`src/rtl/bw_mult_pkg.sv`:
```
// Shared types and Baugh-Wooley helpers for the sequential signed multiplier.
// The helpers work at a fixed maximum width; callers truncate to 2N bits.
package bw_mult_pkg;

    localparam int BW_MAX = 32;
    localparam int RW     = 2 * BW_MAX;

    typedef enum logic [1:0] {
        IDLE = 2'd0,
        RUN  = 2'd1,
        DONE = 2'd2
    } state_t;

    // K = 2^n + 2^(2n-1): folds the sign corrections of the inverted rows.
    function automatic logic [RW-1:0] bw_corr_const(input int n);
        logic [RW-1:0] k;
        k = (RW'(1) << n) | (RW'(1) << (2 * n - 1));
        return k;
    endfunction

    // Unshifted row: low n-1 bits are a&bbit (inverted on the last row),
    // bit n-1 carries the sign-bit product (inverted on every other row).
    function automatic logic [RW-1:0] bw_row(input logic [BW_MAX-1:0] a,
                                             input logic              bbit,
                                             input logic              last,
                                             input int                n);
        logic [BW_MAX-1:0] low_mask;
        logic [BW_MAX-1:0] pp;
        logic [BW_MAX-1:0] lo;
        logic              an;
        logic              top;
        low_mask = (BW_MAX'(1) << (n - 1)) - BW_MAX'(1);
        pp       = a & {BW_MAX{bbit}};
        lo       = (last ? ~pp : pp) & low_mask;
        an       = |(a & (BW_MAX'(1) << (n - 1)));
        top      = last ? (an & bbit) : ~(an & bbit);
        return {BW_MAX'(0), lo} | (RW'(top) << (n - 1));
    endfunction

endpackage

```
`src/rtl/bw_seq_mult_ctrl_if.sv`:
```
// Handshake and operand/result bundle between a requester and the multiplier.
interface bw_seq_mult_ctrl_if #(
    parameter int N = 8
);
    logic           start;
    logic [N-1:0]   a;
    logic [N-1:0]   b;
    logic           busy;
    logic           done;
    logic [2*N-1:0] product;

    modport master (
        output start, a, b,
        input  busy, done, product
    );

    modport slave (
        input  start, a, b,
        output busy, done, product
    );
endinterface

```
`src/rtl/bw_seq_mult_ctrl_row_gen.sv`:
```
// Combinational generator for one shifted Baugh-Wooley partial-product row.
module bw_row_gen
    import bw_mult_pkg::*;
#(
    parameter int N  = 8,
    parameter int CW = $clog2(N)
) (
    input  logic [N-1:0]   a,
    input  logic           bbit,
    input  logic [CW-1:0]  idx,
    input  logic           last,
    output logic [2*N-1:0] row
);

    logic [RW-1:0]  row_full;
    logic [2*N-1:0] row_base;

    assign row_full = bw_row(BW_MAX'(a), bbit, last, N);
    assign row_base = row_full[2*N-1:0];
    assign row      = row_base << idx;

    // Bits above 2N are always zero for legal N; they are simply dropped.
    generate
        if (2 * N < RW) begin : g_hi
            logic unused_row_hi;
            assign unused_row_hi = ^row_full[RW-1:2*N];
        end
    endgenerate

endmodule

```
`src/rtl/bw_seq_mult_ctrl.sv`:
```
// Sequential signed NxN Baugh-Wooley multiplier: one partial-product row per
// clock into a shared 2N-bit accumulator, with start/busy/done handshake.
module bw_seq_mult_ctrl
    import bw_mult_pkg::*;
#(
    parameter int N = 8
) (
    input logic               clk,
    input logic               rst,
    bw_seq_mult_ctrl_if.slave bus
);

    localparam int             CW       = $clog2(N);
    localparam logic [2*N-1:0] K        = (2*N)'(bw_corr_const(N));
    localparam logic [CW-1:0]  LAST_ROW = CW'(N - 1);

    state_t         state_reg, state_next;
    logic [2*N-1:0] acc_reg, acc_next;
    logic [CW-1:0]  cnt_reg, cnt_next;
    logic [N-1:0]   a_reg, a_next;
    logic [N-1:0]   b_reg, b_next;
    logic [2*N-1:0] product_reg, product_next;

    logic           last_row;
    logic [2*N-1:0] row;
    logic [2*N-1:0] acc_sum;

    assign last_row = (cnt_reg == LAST_ROW);

    bw_row_gen #(
        .N  (N),
        .CW (CW)
    ) u_row_gen (
        .a    (a_reg),
        .bbit (b_reg[cnt_reg]),
        .idx  (cnt_reg),
        .last (last_row),
        .row  (row)
    );

    // Carry out of bit 2N-1 is discarded: the result is exact modulo 2^(2N).
    assign acc_sum = acc_reg + row;

    always_ff @(posedge clk) begin
        if (rst) begin
            state_reg   <= IDLE;
            acc_reg     <= '0;
            cnt_reg     <= '0;
            a_reg       <= '0;
            b_reg       <= '0;
            product_reg <= '0;
        end else begin
            state_reg   <= state_next;
            acc_reg     <= acc_next;
            cnt_reg     <= cnt_next;
            a_reg       <= a_next;
            b_reg       <= b_next;
            product_reg <= product_next;
        end
    end

    always_comb begin
        state_next   = state_reg;
        acc_next     = acc_reg;
        cnt_next     = cnt_reg;
        a_next       = a_reg;
        b_next       = b_reg;
        product_next = product_reg;

        case (state_reg)
            IDLE, DONE: begin
                // DONE accepts a new start directly for back-to-back operation.
                if (bus.start) begin
                    a_next     = bus.a;
                    b_next     = bus.b;
                    acc_next   = K;
                    cnt_next   = '0;
                    state_next = RUN;
                end else begin
                    state_next = IDLE;
                end
            end
            RUN: begin
                acc_next = acc_sum;
                cnt_next = cnt_reg + 1'b1;
                if (last_row) begin
                    cnt_next     = '0;
                    product_next = acc_sum;
                    state_next   = DONE;
                end
            end
            default: begin
                state_next = IDLE;
            end
        endcase
    end

    assign bus.busy    = (state_reg == RUN);
    assign bus.done    = (state_reg == DONE);
    assign bus.product = product_reg;

endmodule
```
`src/flat_wrapper.sv`:
```
// flat-port wrapper written by rule: the top's interface ports become plain ports
module bw_seq_mult_ctrl_flat import bw_mult_pkg::*;
#(
    parameter int N = 8
)
  (clk, rst, bus_start, bus_a, bus_b, bus_busy, bus_done, bus_product);
  bw_seq_mult_ctrl_if #(.N(N)) bus_i ();
  input logic clk;
  input logic rst;
  input wire logic [$bits(bus_i.start)-1:0] bus_start;
  input wire logic [$bits(bus_i.a)-1:0] bus_a;
  input wire logic [$bits(bus_i.b)-1:0] bus_b;
  output wire logic [$bits(bus_i.busy)-1:0] bus_busy;
  output wire logic [$bits(bus_i.done)-1:0] bus_done;
  output wire logic [$bits(bus_i.product)-1:0] bus_product;
  assign bus_i.start = bus_start;
  assign bus_i.a = bus_a;
  assign bus_i.b = bus_b;
  assign bus_busy = bus_i.busy;
  assign bus_done = bus_i.done;
  assign bus_product = bus_i.product;
  bw_seq_mult_ctrl #(.N(N)) u_core (.clk(clk), .rst(rst), .bus(bus_i));
endmodule
```
`config.mk`:
```
export PLATFORM = sky130hd
export DESIGN_NAME = bw_seq_mult_ctrl_flat
export DESIGN_NICKNAME = d
export VERILOG_FILES = /design/src/rtl/bw_mult_pkg.sv /design/src/rtl/bw_seq_mult_ctrl_if.sv /design/src/rtl/bw_seq_mult_ctrl_row_gen.sv /design/src/rtl/bw_seq_mult_ctrl.sv /design/src/flat_wrapper.sv
export SDC_FILE = /design/constraint.sdc
export NUM_CORES = 1
export LEC_CHECK = 0
export ABC_AREA = 1
export CORE_AREA = 2 2 90 92
export CTS_CLUSTER_SIZE = 24
export DETAILED_ROUTE_END_ITERATION = 8
export DIE_AREA = 0 0 92 94
export HOLD_SLACK_MARGIN = 0.08
export PLACE_DENSITY = 0.67
export SYNTH_ARGS = -nofsm -noshare
export SYNTH_HDL_FRONTEND = slang
export SYNTH_SLANG_ARGS = --single-unit
```
`constraint.sdc`:
```
create_clock -name clk -period 2.85 [get_ports clk]
set_input_delay 0.7125 -clock clk [delete_from_list [all_inputs] [get_ports clk]]
set_output_delay 0.7125 -clock clk [all_outputs]
set_load 0.01 [all_outputs]
```
==> results of run 1 <==
-- cells in the final DEF (no fill, tap or decap), types with 13 or more instances in the layout --
master	instances
sky130_fd_sc_hd__a21oi_1	29
sky130_fd_sc_hd__buf_4	46
sky130_fd_sc_hd__clkdlybuf4s50_1	36
sky130_fd_sc_hd__dfxtp_1	51
sky130_fd_sc_hd__ha_4	13
sky130_fd_sc_hd__inv_1	37
sky130_fd_sc_hd__nand2_1	76
sky130_fd_sc_hd__nand2_2	34
sky130_fd_sc_hd__nand3_1	27
sky130_fd_sc_hd__nand3_2	44
sky130_fd_sc_hd__nor2_1	27
sky130_fd_sc_hd__o21ai_0	23
-- path summary, 6_finish.rpt --
path	start	to	slack [ns]
worst min register to register	u_core.b_reg[3]$_SDFFE_PP0P_	u_core.b_reg[3]$_SDFFE_PP0P_	0.47
worst min-delay path	u_core.b_reg[3]$_SDFFE_PP0P_	u_core.b_reg[3]$_SDFFE_PP0P_	0.47
worst max register to register	u_core.cnt_reg[0]$_SDFFE_PP0P_	u_core.bus.product[11]$_SDFFE_PP0P_	-0.05
worst max-delay path	u_core.cnt_reg[0]$_SDFFE_PP0P_	u_core.bus.product[11]$_SDFFE_PP0P_	-0.05
-- power breakdown --
| part | switching (uW) | total (uW) | leakage, uW | internal [uW] |
|---|---|---|---|---|
| logic | 281 | 495 | 0.00169 | 214 |
| registers | 29.2 | 800 | 0.000434 | 771 |
| clock network | 277 | 538 | 0.0000546 | 261 |
| total | 586 | 1830 | 0.00218 | 1250 |
-- metal layers --
metal	track usage [%]	part of all wire [%]
met1	30.4	46
met2	35.0	48
met3	2.81	4.8
met4	5.60	1.8
met5	0	0
-- logic make-up (layout without fill, tap and decap cells) --
logic type | Yosys count | count (layout) | synth area share (%)
adder cells (fa/ha/maj) | 20 | 20 | 7.62
XOR/XNOR | 9 | 9 | 2.33
flip-flops | 53 | 53 | 31.4
buffers and inverters | 65 | 136 | 8.48
AO/OA/AOI/OAI | 85 | 85 | 13.8
AND/OR/NAND/NOR | 253 | 254 | 36.4
-- metrics by stage --
| step | util, % | area, um2 | setup TNS, ns |
|---|---|---|---|
| 3_5_place_dp | 53.7 | 4080 | -2.21 |
| 3_3_place_gp | 53.7 | 4080 | -1.24 |
| 4_1_cts | 57.0 | 4340 | 0 |
| 6_report | 66.2 | 5030 | -0.254 |
| 5_1_grt | 66.2 | 5030 | -3.05 |
| 2_1_floorplan | - | 3380 | 0 |
-- cell type report --
cell class,instances,area [um2]
Multi-Input combinational cell,368,2790
Fill cell,615,2570
Sequential cell,53,1070
Timing Repair Buffer,86,768
Inverter,43,166
Tap cell,102,128
Clock buffer,5,68.8
Clock inverter,2,38.8
-- what timing repair did --
action                     4_1_cts  5_1_grt
pin swaps                        3       50
setup endpoints to repair       22       26
resized for setup               24      142
cloned                           1        0
setup buffers                    0        8
-- critical path, stage by stage (launching register included) --
cell                      delay, ns
sky130_fd_sc_hd__dfxtp_4       0.41
sky130_fd_sc_hd__buf_6         0.12
sky130_fd_sc_hd__nor2_4        0.03
sky130_fd_sc_hd__nor2_2        0.11
sky130_fd_sc_hd__nand2_2       0.11
sky130_fd_sc_hd__nand3_4       0.14
sky130_fd_sc_hd__nand4_1       0.23
sky130_fd_sc_hd__nand2_4       0.17
sky130_fd_sc_hd__o21ai_4       0.08
sky130_fd_sc_hd__nand3_2       0.09
sky130_fd_sc_hd__nand2_2       0.06
sky130_fd_sc_hd__ha_4          0.30
sky130_fd_sc_hd__nand2_1       0.11
sky130_fd_sc_hd__nor2_2        0.17
sky130_fd_sc_hd__nor2_2        0.07
sky130_fd_sc_hd__nand2_4       0.10
sky130_fd_sc_hd__a21oi_2       0.06
sky130_fd_sc_hd__or2_2         0.30
sky130_fd_sc_hd__nand3_1       0.09
sky130_fd_sc_hd__a21oi_1       0.06
==> metrics.log, run 1 <==
[metrics] outcome: finished, violations left
[metrics] violated checks: setup timing
[metrics] number of port buffers: 36
[metrics] detailed-route vias per instance: 5.41
[metrics] share of the yosys chip area belonging to registers: 31.4%
[metrics] count of nets left with antenna violations after detail routing: 0
[metrics] Die X: 92 um
[metrics] total number of clock tree sinks: 53
[metrics] final number of max-transition violations: 0
[metrics] number of buffers created by CTS: 5
[metrics] P&R area growth vs syn: 48.9%
[metrics] share of layout cells above drive strength 1: 40.2%
[metrics] part of the cycle the worst path needs: 102%
[metrics] Hold/Removal Path Class: reg2reg
[metrics] Routed WL: 10200 um
[metrics] overall power after layout: 1830 uW
[metrics] I/O pin total: 37
[metrics] kind of capture point of the worst setup path: flip-flop
[metrics] maximum count of clock buffers along a single path: 2
[metrics] Synth top cells by count: 116 x sky130_fd_sc_hd__nand2_1, 60 x sky130_fd_sc_hd__nand3_1, 53 x sky130_fd_sc_hd__dfxtp_1
[metrics] effective utilization at floorplan: 44.4%
[metrics] dominant cells by area after synthesis: sky130_fd_sc_hd__dfxtp_1 31%, sky130_fd_sc_hd__nand2_1 13%, sky130_fd_sc_hd__nand3_1 8.9%
[metrics] Arrival @ worst endpoint: 3.11 ns
[metrics] cell total after placement: 643
[metrics] DRT Pass-1 Iters: 5
[metrics] worst slack after detailed placement: -0.193 ns
[metrics] synthesized instance count: 485
[metrics] synth warn: 0
[metrics] first-pass GRT wire length: 15200 um
[metrics] Iteration-0 DRC Markers: 239
[metrics] register clock-pin slew on the reported worst setup and hold paths: 0.11 ns
[metrics] fraction of post-synthesis cell area in the top cell type by area: 31.4%
[metrics] maximum number of pins on one net before global-route repair: 27
[metrics] clock root cell: sky130_fd_sc_hd__clkbuf_8
[metrics] Hold Worst Slack: 0.468 ns
[metrics] clock insertion delay at the later pin of the skew report: 0.32 ns
[metrics] post-synthesis register bit count: 53
[metrics] kind of start point of the critical path: flip-flop
[metrics] Cell variety after synth: 30
[metrics] via count of the first global-routing pass: 3273
[metrics] antenna violations before repair: 0
[metrics] Antenna diodes: 0
[metrics] wire per inst: 15.5 um
[metrics] max-cap violation count: 0
[metrics] largest voltage drop on the vdd net: 0.276 mV
[metrics] peak fanout along the critical path: 8
[metrics] floorplan die area: 0.00865 mm2
[metrics] Worst Clk Skew: 0.0103 ns
[metrics] class of the most critical setup path: reg2reg
[metrics] Total Nets Final: 596
[metrics] hold violation total from the final report: 0
[metrics] Yosys top cell by area: sky130_fd_sc_hd__dfxtp_1
[metrics] required time of the worst setup path: 3.06 ns
[metrics] count of hold buffers inserted by post-cts repair: 0
[metrics] final setup margin: -0.0531 ns
[metrics] unrepaired setup endpoints after global routing: yes
[metrics] Post-synth EDFFs: 0
[metrics] total number of placement rows: 32
[metrics] final period demand of the worst path: 2.90 ns
[metrics] via total after detailed routing: 3562
[metrics] HPWL after detailed placement: 6520 um
[metrics] CTS tree: built
[metrics] logic depth of the worst register-to-register path: 19
[metrics] Leak Pwr: 0.00218 uW
[metrics] CTS H-tree depth: 2
[metrics] last weighted congestion value of the routability-driven placer: 0.949
[metrics] DRC violation count after routing: 0
[metrics] Post-Syn Nets: 524
[metrics] setup-violating endpoint count in the final report: 9
[metrics] Syn Std Cell Area: 0.00338 mm2
[metrics] Slew HR: 79.2%
[metrics] Avg Inst Size Synth: 6.97 um2
[metrics] total core area: 0.00761 mm2
[metrics] Fmax achieved: 344 MHz
[metrics] Worst Max-Slew Pin Slew: 0.309 ns
[metrics] Synth Flop Type: sky130_fd_sc_hd__dfxtp_1
[metrics] share of flip-flops with an asynchronous set or reset after synthesis: 0%
[metrics] hold-critical path depth: 2
[metrics] total power per unit cell area: 364 mW/mm2
[metrics] gr ovfl total: 0
[metrics] overall track demand over capacity in global routing: 21.6%
[metrics] cell with the most instances after synthesis: sky130_fd_sc_hd__nand2_1
[metrics] Die Span Y: 94 um
[metrics] final non-filler cell total: 659
Power figures use the tool's default switching activity.
==> inputs of run 2 (changes only) <==
--- a/config.mk
+++ b/config.mk
@@ -11,7 +11,6 @@
 export DETAILED_ROUTE_END_ITERATION = 8
 export DIE_AREA = 0 0 92 94
 export HOLD_SLACK_MARGIN = 0.08
-export PLACE_DENSITY = 0.67
 export SYNTH_ARGS = -nofsm -noshare
 export SYNTH_HDL_FRONTEND = slang
 export SYNTH_SLANG_ARGS = --single-unit
==> constraint.sdc (replaced) <==
create_clock -name clk -period 2.94 [get_ports clk]
set_input_delay 0.735 -clock clk [delete_from_list [all_inputs] [get_ports clk]]
set_output_delay 0.735 -clock clk [all_outputs]
set_load 0.01 [all_outputs]
==> run 2 against run 1 <==
  * The run now ends clean
  * Utilization shrank 2.7 points
  * Sequential share of layout area grew 0.92 points
  * Critical path type unchanged
  * Critical path depth grew 1
  * Via count shrank 5.8%
==> metrics.log, run 2 (synthesis gave the netlist of run 1 again) <==
[metrics] outcome: complete, no violations
[metrics] maximum count of clock buffers along a single path: 2 (unchanged)
[metrics] final period demand of the worst path: 2.81 ns (-0.0979 ns)
[metrics] Routed WL: 9080 um (-11%)
[metrics] Worst Max-Slew Pin Slew: 0.429 ns (+0.120 ns)
[metrics] Top Metal Used: met4
[metrics] total length of routed met3 wires: 371 um (-24%)
[metrics] count of nets left with antenna violations after detail routing: 0 (unchanged)
[metrics] highest-count cells in the layout ignoring fill and taps: 87 x sky130_fd_sc_hd__nand2_1, 50 x sky130_fd_sc_hd__dfxtp_1, 42 x sky130_fd_sc_hd__nand3_2
[metrics] Slew HR: 71.4% (-7.8 points)
[metrics] max-cap violation count: 0 (unchanged)
[metrics] part of the total power dissipated in combinational logic: 27.1% (about the same)
[metrics] I/O pin total: 37 (unchanged)
[metrics] kind of start point of the critical path: flip-flop
[metrics] commonest non-fill, non-tap cell in the layout: sky130_fd_sc_hd__nand2_1
[metrics] effective utilization at floorplan: 44.4% (unchanged)
[metrics] clock insertion delay at the later pin of the skew report: 0.32 ns (about the same)
[metrics] first-pass GRT wire length: 14500 um (-4.7%)
[metrics] number of filler instances in the final layout: 654 (+6.3%)
[metrics] total power per unit cell area: 353 mW/mm2 (-3.2%)
[metrics] Fmax achieved: 356 MHz (+3.5%)
[metrics] Met1 Wirelength: 4580 um (-1.6%)
[metrics] final number of max-transition violations: 0 (unchanged)
[metrics] internal power component: 1150 uW (-7.6%)
[metrics] Hold/Removal Path Class: reg2reg
[metrics] endpoint of the most critical register-to-register path: u_core.bus.product[12]$_SDFFE_PP0P_
[metrics] wire per inst: 13.9 um (-10%)
[metrics] register clock-pin slew on the reported worst setup and hold paths: 0.10 ns (about the same)
[metrics] part of the cycle the worst path needs: 95.4% (-6.4 points)
[metrics] class of the most critical setup path: reg2reg
[metrics] last weighted congestion value of the routability-driven placer: 0.972 (+2.4%)
[metrics] Total Nets Final: 588 (-1.3%)
[metrics] Antenna diodes: 0 (unchanged)
[metrics] logic depth of the worst register-to-register path: 20 (+1)
[metrics] hold violation total from the final report: 0 (unchanged)
[metrics] Worst Clk Skew: 0.0143 ns (+0.00392 ns)
[metrics] total number of clock tree sinks: 53 (unchanged)
[metrics] CTS H-tree depth: 2 (unchanged)
[metrics] via total after detailed routing: 3357 (-5.8%)
[metrics] DRC violation count after routing: 0 (unchanged)
[metrics] via count of the first global-routing pass: 3115 (-4.8%)
[metrics] clock share of power: 27.2% (-2.1 points)
[metrics] DRT Pass-1 Iters: 4 (-1)
[metrics] Die Span Y: 94 um (unchanged)
[metrics] cell area reported after detailed placement: 0.00405 mm2 (-0.74%)
[metrics] kind of capture point of the worst setup path: flip-flop
[metrics] Net Sw Power: 552 uW (-5.9%)
[metrics] largest voltage drop on the vdd net: 0.259 mV (-6.3%)
[metrics] overall track demand over capacity in global routing: 20.7% (-0.90 points)
[metrics] clock root cell: sky130_fd_sc_hd__clkbuf_8
[metrics] setup slack, reg-to-reg: 0.13 ns (+0.19 ns)
[metrics] HPWL after detailed placement: 6350 um (-2.6%)
[metrics] source of the worst hold timing path: u_core.b_reg[5]$_SDFFE_PP0P_
[metrics] total core area: 0.00761 mm2 (unchanged)
[metrics] P&R area growth vs syn: 42.9%
[metrics] unrepaired setup endpoints after global routing: yes
[metrics] peak fanout along the critical path: 8 (unchanged)
[metrics] Leak Pwr: 0.00216 uW (-1.0%)
[metrics] switching part of the total: 32.4% (+0.40 points)
[metrics] Die X: 92 um (unchanged)
[metrics] share of layout cells above drive strength 1: 35.3% (-4.9 points)
[metrics] antenna violations before repair: 0 (unchanged)
[metrics] required time of the worst setup path: 3.16 ns (+0.10 ns)
[metrics] number of port buffers: 36 (unchanged)
[metrics] setup-violating endpoint count in the final report: 0 (-9)
[metrics] number of buffers created by CTS: 5 (unchanged)
[metrics] Seq pwr share: 45.6% (+1.9 points)
[metrics] Iteration-0 DRC Markers: 145 (-39%)
[metrics] detailed-route vias per instance: 5.15 (-4.7%)
[metrics] floorplan die area: 0.00865 mm2 (unchanged)
[metrics] total number of placement rows: 32 (unchanged)
[metrics] terminating pin of the worst hold path: u_core.b_reg[5]$_SDFFE_PP0P_
[metrics] gr ovfl total: 0 (unchanged)
[metrics] maximum number of pins on one net before global-route repair: 32 (+19%)
[metrics] hold-critical path depth: 2 (unchanged)
[metrics] cell total after placement: 639 (-0.62%)
[metrics] final non-filler cell total: 652 (-1.1%)
[metrics] Design Area, Final: 0.00483 mm2 (-4.0%)
[metrics] Arrival @ worst endpoint: 3.03 ns (-0.08 ns)
[metrics] CTS tree: built
[metrics] DR WL met2: 4010 um (-18%)
[metrics] launch point of the worst reg-to-reg path: u_core.cnt_reg[0]$_SDFFE_PP0P_
## run 2: cell count changes in the layout (fill, tap and decap cells not counted), sizes merged
cell and delta:
buf -9, clkbuf +3, bufinv -1, clkinv +1, nand3 -1
## run 2: through the flow
stage	total power (uW)	hold slack (ns)	util (%)	setup TNS (ns)	setup slack (ns)
3_3_place_gp	1140	0.449	53.3	-0.289	-0.116
5_1_grt	1790	0.487	63.5	-0.296	-0.0722
3_5_place_dp	1140	0.446	53.3	-0.674	-0.125
6_report	1700	0.460	63.5	0	0.135
4_1_cts	1610	0.463	54.8	0	0.000655
2_1_floorplan	1010	0.429	-	0	0.179
## run 2: power groups by stage
stage | sequential (uW) | combinational [uW] | clock [uW]
final | 777 | 462 | 464
after global routing | 781 | 508 | 503
after CTS | 771 | 357 | 483
after detailed placement | 787 | 355 | 0
after global placement | 786 | 353 | 0
after floorplan | 779 | 226 | 0
## run 2: worst max path at each step
stage / to / cells past startpoint / slack (ns) / from
2_1_floorplan: u_core.bus.product[14]$_SDFFE_PP0P_ / 20 / 0.18 / u_core.cnt_reg[1]$_SDFFE_PP0P_
3_3_place_gp: u_core.bus.product[12]$_SDFFE_PP0P_ / 17 / -0.12 / u_core.cnt_reg[0]$_SDFFE_PP0P_
3_5_place_dp: u_core.bus.product[12]$_SDFFE_PP0P_ / 17 / -0.13 / u_core.cnt_reg[0]$_SDFFE_PP0P_
4_1_cts: u_core.bus.product[10]$_SDFFE_PP0P_ / 19 / 0.0007 / u_core.cnt_reg[0]$_SDFFE_PP0P_
5_1_grt: u_core.bus.product[14]$_SDFFE_PP0P_ / 22 / -0.07 / u_core.cnt_reg[0]$_SDFFE_PP0P_
6_report: u_core.bus.product[12]$_SDFFE_PP0P_ / 20 / 0.13 / u_core.cnt_reg[0]$_SDFFE_PP0P_
## run 2: routing by layer
metal  track usage [%]  vias up
met1              29.3     1562
met3              3.45        8
met5                 0        -
met4              6.22        0
li1                  -     1733
met2              32.2       54
## run 2: area by class of cell
| type | count | area (um2) | area share [%] |
|---|---|---|---|
| clock buffers | 6 | 82.6 | 1.71 |
| clock inverters | 2 | 17.5 | 0.363 |
| inverters | 43 | 169 | 3.50 |
| multi-input cells | 367 | 2620 | 54.2 |
| flip-flops and latches | 53 | 1070 | 22.2 |
| well taps | 102 | 128 | 2.64 |
| repair buffers | 79 | 747 | 15.5 |
## run 2: worst max-delay path, cell delays in order, from the launching register on
cell and delay (ns):
sky130_fd_sc_hd__dfxtp_4 0.44, sky130_fd_sc_hd__nor2_2 0.04, sky130_fd_sc_hd__nor2_1 0.08, sky130_fd_sc_hd__nand2_1 0.09, sky130_fd_sc_hd__nand3_4 0.11, sky130_fd_sc_hd__buf_12 0.14
sky130_fd_sc_hd__nand2_4 0.05, sky130_fd_sc_hd__o21ai_4 0.16, sky130_fd_sc_hd__nand3_2 0.12, sky130_fd_sc_hd__nand3_2 0.09, sky130_fd_sc_hd__nand2_1 0.06, sky130_fd_sc_hd__nor2_2 0.14
sky130_fd_sc_hd__ha_4 0.23, sky130_fd_sc_hd__nand2_1 0.08, sky130_fd_sc_hd__inv_1 0.06, sky130_fd_sc_hd__a21oi_1 0.19, sky130_fd_sc_hd__nand3_2 0.11, sky130_fd_sc_hd__xor2_2 0.18
sky130_fd_sc_hd__buf_4 0.15, sky130_fd_sc_hd__o21bai_1 0.12, sky130_fd_sc_hd__inv_1 0.05
## run 2: timing repair
item | 4_1_cts | 5_1_grt
hold buffers | 0 | 0
gates cloned | 0 | 2
hold endpoints to repair | 0 | 0
setup buffers | 0 | 3
endpoints found under the setup margin | 15 | 24
pin swaps | 0 | 40
gates resized for setup | 4 | 121
==> inputs of run 3 (changes only) <==
--- a/config.mk
+++ b/config.mk
@@ -6,11 +6,12 @@
 export NUM_CORES = 1
 export LEC_CHECK = 0
 export ABC_AREA = 1
-export CORE_AREA = 2 2 90 92
+export CORE_AREA = 2 2 115 73
 export CTS_CLUSTER_SIZE = 24
 export DETAILED_ROUTE_END_ITERATION = 8
-export DIE_AREA = 0 0 92 94
+export DIE_AREA = 0 0 117 75
 export HOLD_SLACK_MARGIN = 0.08
+export SKIP_LAST_GASP = 1
 export SYNTH_ARGS = -nofsm -noshare
 export SYNTH_HDL_FRONTEND = slang
 export SYNTH_SLANG_ARGS = --single-unit
==> run 3 against run 2 <==
  * The flow now finishes with violations (setup timing)
  * Sequential cell count did not move
  * Critical path depth did not move
  * Non-clock buffer count rose by 15
  * First-iteration DRC count rose by 80%
  * Total power rose by 16%
==> metrics.log, run 3 (synthesis gave the netlist of run 1 again) <==
[metrics] outcome: finished, violations left
[metrics] violated checks: setup timing
[metrics] required time of the worst setup path: 3.17 ns (about the same)
[metrics] number of buffers created by CTS: 5 (unchanged)
[metrics] DRT Pass-1 Iters: 5 (+1)
[metrics] peak fanout along the critical path: 8 (unchanged)
[metrics] via count of the first global-routing pass: 3055 (-1.9%)
[metrics] setup-violating endpoint count in the final report: 1 (+1)
[metrics] CP most frequent cell: sky130_fd_sc_hd__nand3_2
[metrics] Antenna diodes: 0 (unchanged)
[metrics] source of the worst hold timing path: u_core.b_reg[7]$_SDFFE_PP0P_
[metrics] setup slack, reg-to-reg: -0.006 ns (-0.14 ns)
[metrics] CTS H-tree depth: 2 (unchanged)
[metrics] unrepaired setup endpoints after global routing: yes
[metrics] maximum number of pins on one net before global-route repair: 27 (-16%)
[metrics] part of the cycle the worst path needs: 100% (+4.8 points)
[metrics] overall track demand over capacity in global routing: 22.8% (+2.2 points)
[metrics] gr ovfl total: 0 (unchanged)
[metrics] max-cap violation count: 0 (unchanged)
[metrics] Slew HR: 68.5% (-2.9 points)
[metrics] effective utilization at floorplan: 44.1% (-0.33 points)
[metrics] Routed WL: 11000 um (+22%)
[metrics] P&R area growth vs syn: 50.9%
[metrics] terminating pin of the worst hold path: u_core.b_reg[7]$_SDFFE_PP0P_
[metrics] total number of clock tree sinks: 53 (unchanged)
[metrics] Fmax achieved: 339 MHz (-4.8%)
[metrics] CTS tree: built
[metrics] DRC violation count after routing: 0 (unchanged)
[metrics] Design Area, Final: 0.00510 mm2 (+5.6%)
[metrics] Die Span Y: 75 um (-20%)
[metrics] Iteration-0 DRC Markers: 261 (+80%)
[metrics] hold-critical path depth: 2 (unchanged)
[metrics] cell area reported after detailed placement: 0.00410 mm2 (+1.2%)
[metrics] kind of start point of the critical path: flip-flop
[metrics] cell total after placement: 652 (+2.0%)
[metrics] largest voltage drop on the vdd net: 0.250 mV (-3.1%)
[metrics] share of layout cells above drive strength 1: 37.6% (+2.3 points)
[metrics] Worst Clk Skew: 0.00760 ns (-0.00667 ns)
[metrics] highest-count cells in the layout ignoring fill and taps: 86 x sky130_fd_sc_hd__nand2_1, 50 x sky130_fd_sc_hd__buf_4, 50 x sky130_fd_sc_hd__dfxtp_1
[metrics] hold violation total from the final report: 0 (unchanged)
[metrics] final period demand of the worst path: 2.95 ns (+0.141 ns)
[metrics] kind of capture point of the worst setup path: flip-flop
[metrics] detailed-route vias per instance: 5.33 (+3.6%)
[metrics] final setup margin: -0.00626 ns (-0.141 ns)
[metrics] register clock-pin slew on the reported worst setup and hold paths: 0.07 ns (-0.03 ns)
[metrics] Arrival @ worst endpoint: 3.18 ns (+0.15 ns)
[metrics] clock root cell: sky130_fd_sc_hd__clkbuf_16
[metrics] endpoint of the most critical register-to-register path: u_core.acc_reg[12]$_SDFFE_PP0P_
[metrics] commonest non-fill, non-tap cell in the layout: sky130_fd_sc_hd__nand2_1
[metrics] antenna violations before repair: 0 (unchanged)
[metrics] total power per unit cell area: 386 mW/mm2 (+9.5%)
[metrics] worst path cell trace: nor2_2 > nor2_1 > nand2_1 > nand3_4 > buf_12 > buf_4 > nand3_2 > nand2_2 > nand3_2 > nand3_1 > nand3_1 > nand2_2 > ha_4 > nand2_1 > nor2_2 > nand3_2 > nand3_2 > xor2_2 > nand2_1 > a21oi_1
[metrics] number of port buffers: 36 (unchanged)
[metrics] HPWL after detailed placement: 7130 um (+12%)
[metrics] number of buffers and inverters on the critical path: 2 (-2)
[metrics] first-pass GRT wire length: 15400 um (+6.5%)
[metrics] class of the most critical setup path: reg2reg
[metrics] clock insertion delay at the later pin of the skew report: 0.30 ns (-0.02 ns)
[metrics] floorplan die area: 0.00878 mm2 (+1.5%)
[metrics] TNS Setup: -0.00626 ns (-0.00626 ns)
[metrics] Leak Pwr: 0.00223 uW (+3.5%)
[metrics] final non-filler cell total: 672 (+3.1%)
[metrics] total core area: 0.00766 mm2 (+0.74%)
[metrics] Hold/Removal Path Class: reg2reg
[metrics] CP top delay family: simple AND/OR/NAND/NOR gates
[metrics] wire per inst: 16.4 um (+18%)
[metrics] total number of placement rows: 25 (-22%)
[metrics] Die X: 117 um (+27%)
[metrics] last weighted congestion value of the routability-driven placer: 1.03 (+6.2%)
[metrics] I/O pin total: 37 (unchanged)
[metrics] Total Nets Final: 603 (+2.6%)
[metrics] logic depth of the worst register-to-register path: 20 (unchanged)
[metrics] maximum count of clock buffers along a single path: 2 (unchanged)
[metrics] Worst Max-Slew Pin Slew: 0.471 ns (+0.0419 ns)
[metrics] Worst path slowest cell: sky130_fd_sc_hd__dfxtp_4
[metrics] via total after detailed routing: 3585 (+6.8%)
[metrics] largest stage delay on the critical path: 0.39 ns (-0.05 ns)
[metrics] count of nets left with antenna violations after detail routing: 0 (unchanged)
[metrics] launch point of the worst reg-to-reg path: u_core.cnt_reg[0]$_SDFFE_PP0P_
[metrics] final number of max-transition violations: 0 (unchanged)
[metrics] count of hold buffers inserted by post-cts repair: 0 (unchanged)
-- run 3: metal layers --
metal,vias up,GRT usage (%),routed length [um]
met2,127,30.2,4630
met4,0,4.58,99
li1,1765,-,-
met3,11,5.23,796
met5,-,0,0
met1,1682,36.9,5520
-- run 3: how the worst max path moves through the flow --
stage,start,endpoint,slack [ns],cells after the start
6_report,u_core.cnt_reg[0]$_SDFFE_PP0P_,u_core.acc_reg[12]$_SDFFE_PP0P_,-0.006,20
3_3_place_gp,u_core.cnt_reg[0]$_SDFFE_PP0P_,u_core.bus.product[8]$_SDFFE_PP0P_,-0.15,16
2_1_floorplan,u_core.cnt_reg[1]$_SDFFE_PP0P_,u_core.bus.product[14]$_SDFFE_PP0P_,0.18,20
5_1_grt,u_core.cnt_reg[0]$_SDFFE_PP0P_,u_core.bus.product[9]$_SDFFE_PP0P_,-0.21,21
3_5_place_dp,u_core.cnt_reg[0]$_SDFFE_PP0P_,u_core.acc_reg[12]$_SDFFE_PP0P_,-0.15,16
4_1_cts,u_core.cnt_reg[1]$_SDFFE_PP0P_,u_core.acc_reg[12]$_SDFFE_PP0P_,0.01,16
-- run 3: power by group --
group,leakage [uW],internal (uW),switching (uW)
Clock,0.0000803,401,289
Combinational,0.00172,219,282
Sequential,0.000434,747,30.7
Total,0.00223,1370,602
-- run 3: repair_timing --
action | in CTS | in global routing
endpoints found under the hold margin | 0 | 0
setup buffers | 0 | 12
endpoints found under the setup margin | 20 | 23
pin swaps | 1 | 53
gates resized for setup | 7 | 143
cloned | 0 | 1
-- run 3: layout make-up --
class / instances / area (um2)
clock buffers: 5 / 125
repair buffers: 94 / 866
multi-input cells: 367 / 2700
fillers: 586 / 2560
flip-flops and latches: 53 / 1070
inverters: 43 / 169
well taps: 108 / 135
clock inverters: 2 / 38.8
-- run 3: through the flow --
stage	power [uW]	setup slack (ns)	util [%]	hold WS, ns
floorplan	1010	0.179	-	0.429
global placement	1140	-0.147	53.5	0.450
detailed placement	1150	-0.148	53.5	0.447
CTS	1830	0.0147	56.0	0.458
global route	2040	-0.212	66.5	0.487
finish	1970	-0.00626	66.5	0.457
-- run 3: tightest hold or removal path, delay by kind of cell (launching register included) --
family	cells	cell delay, ns
buffers and inverters	1	0.06
AO/OA/AOI/OAI	1	0.06
flip-flops	1	0.30
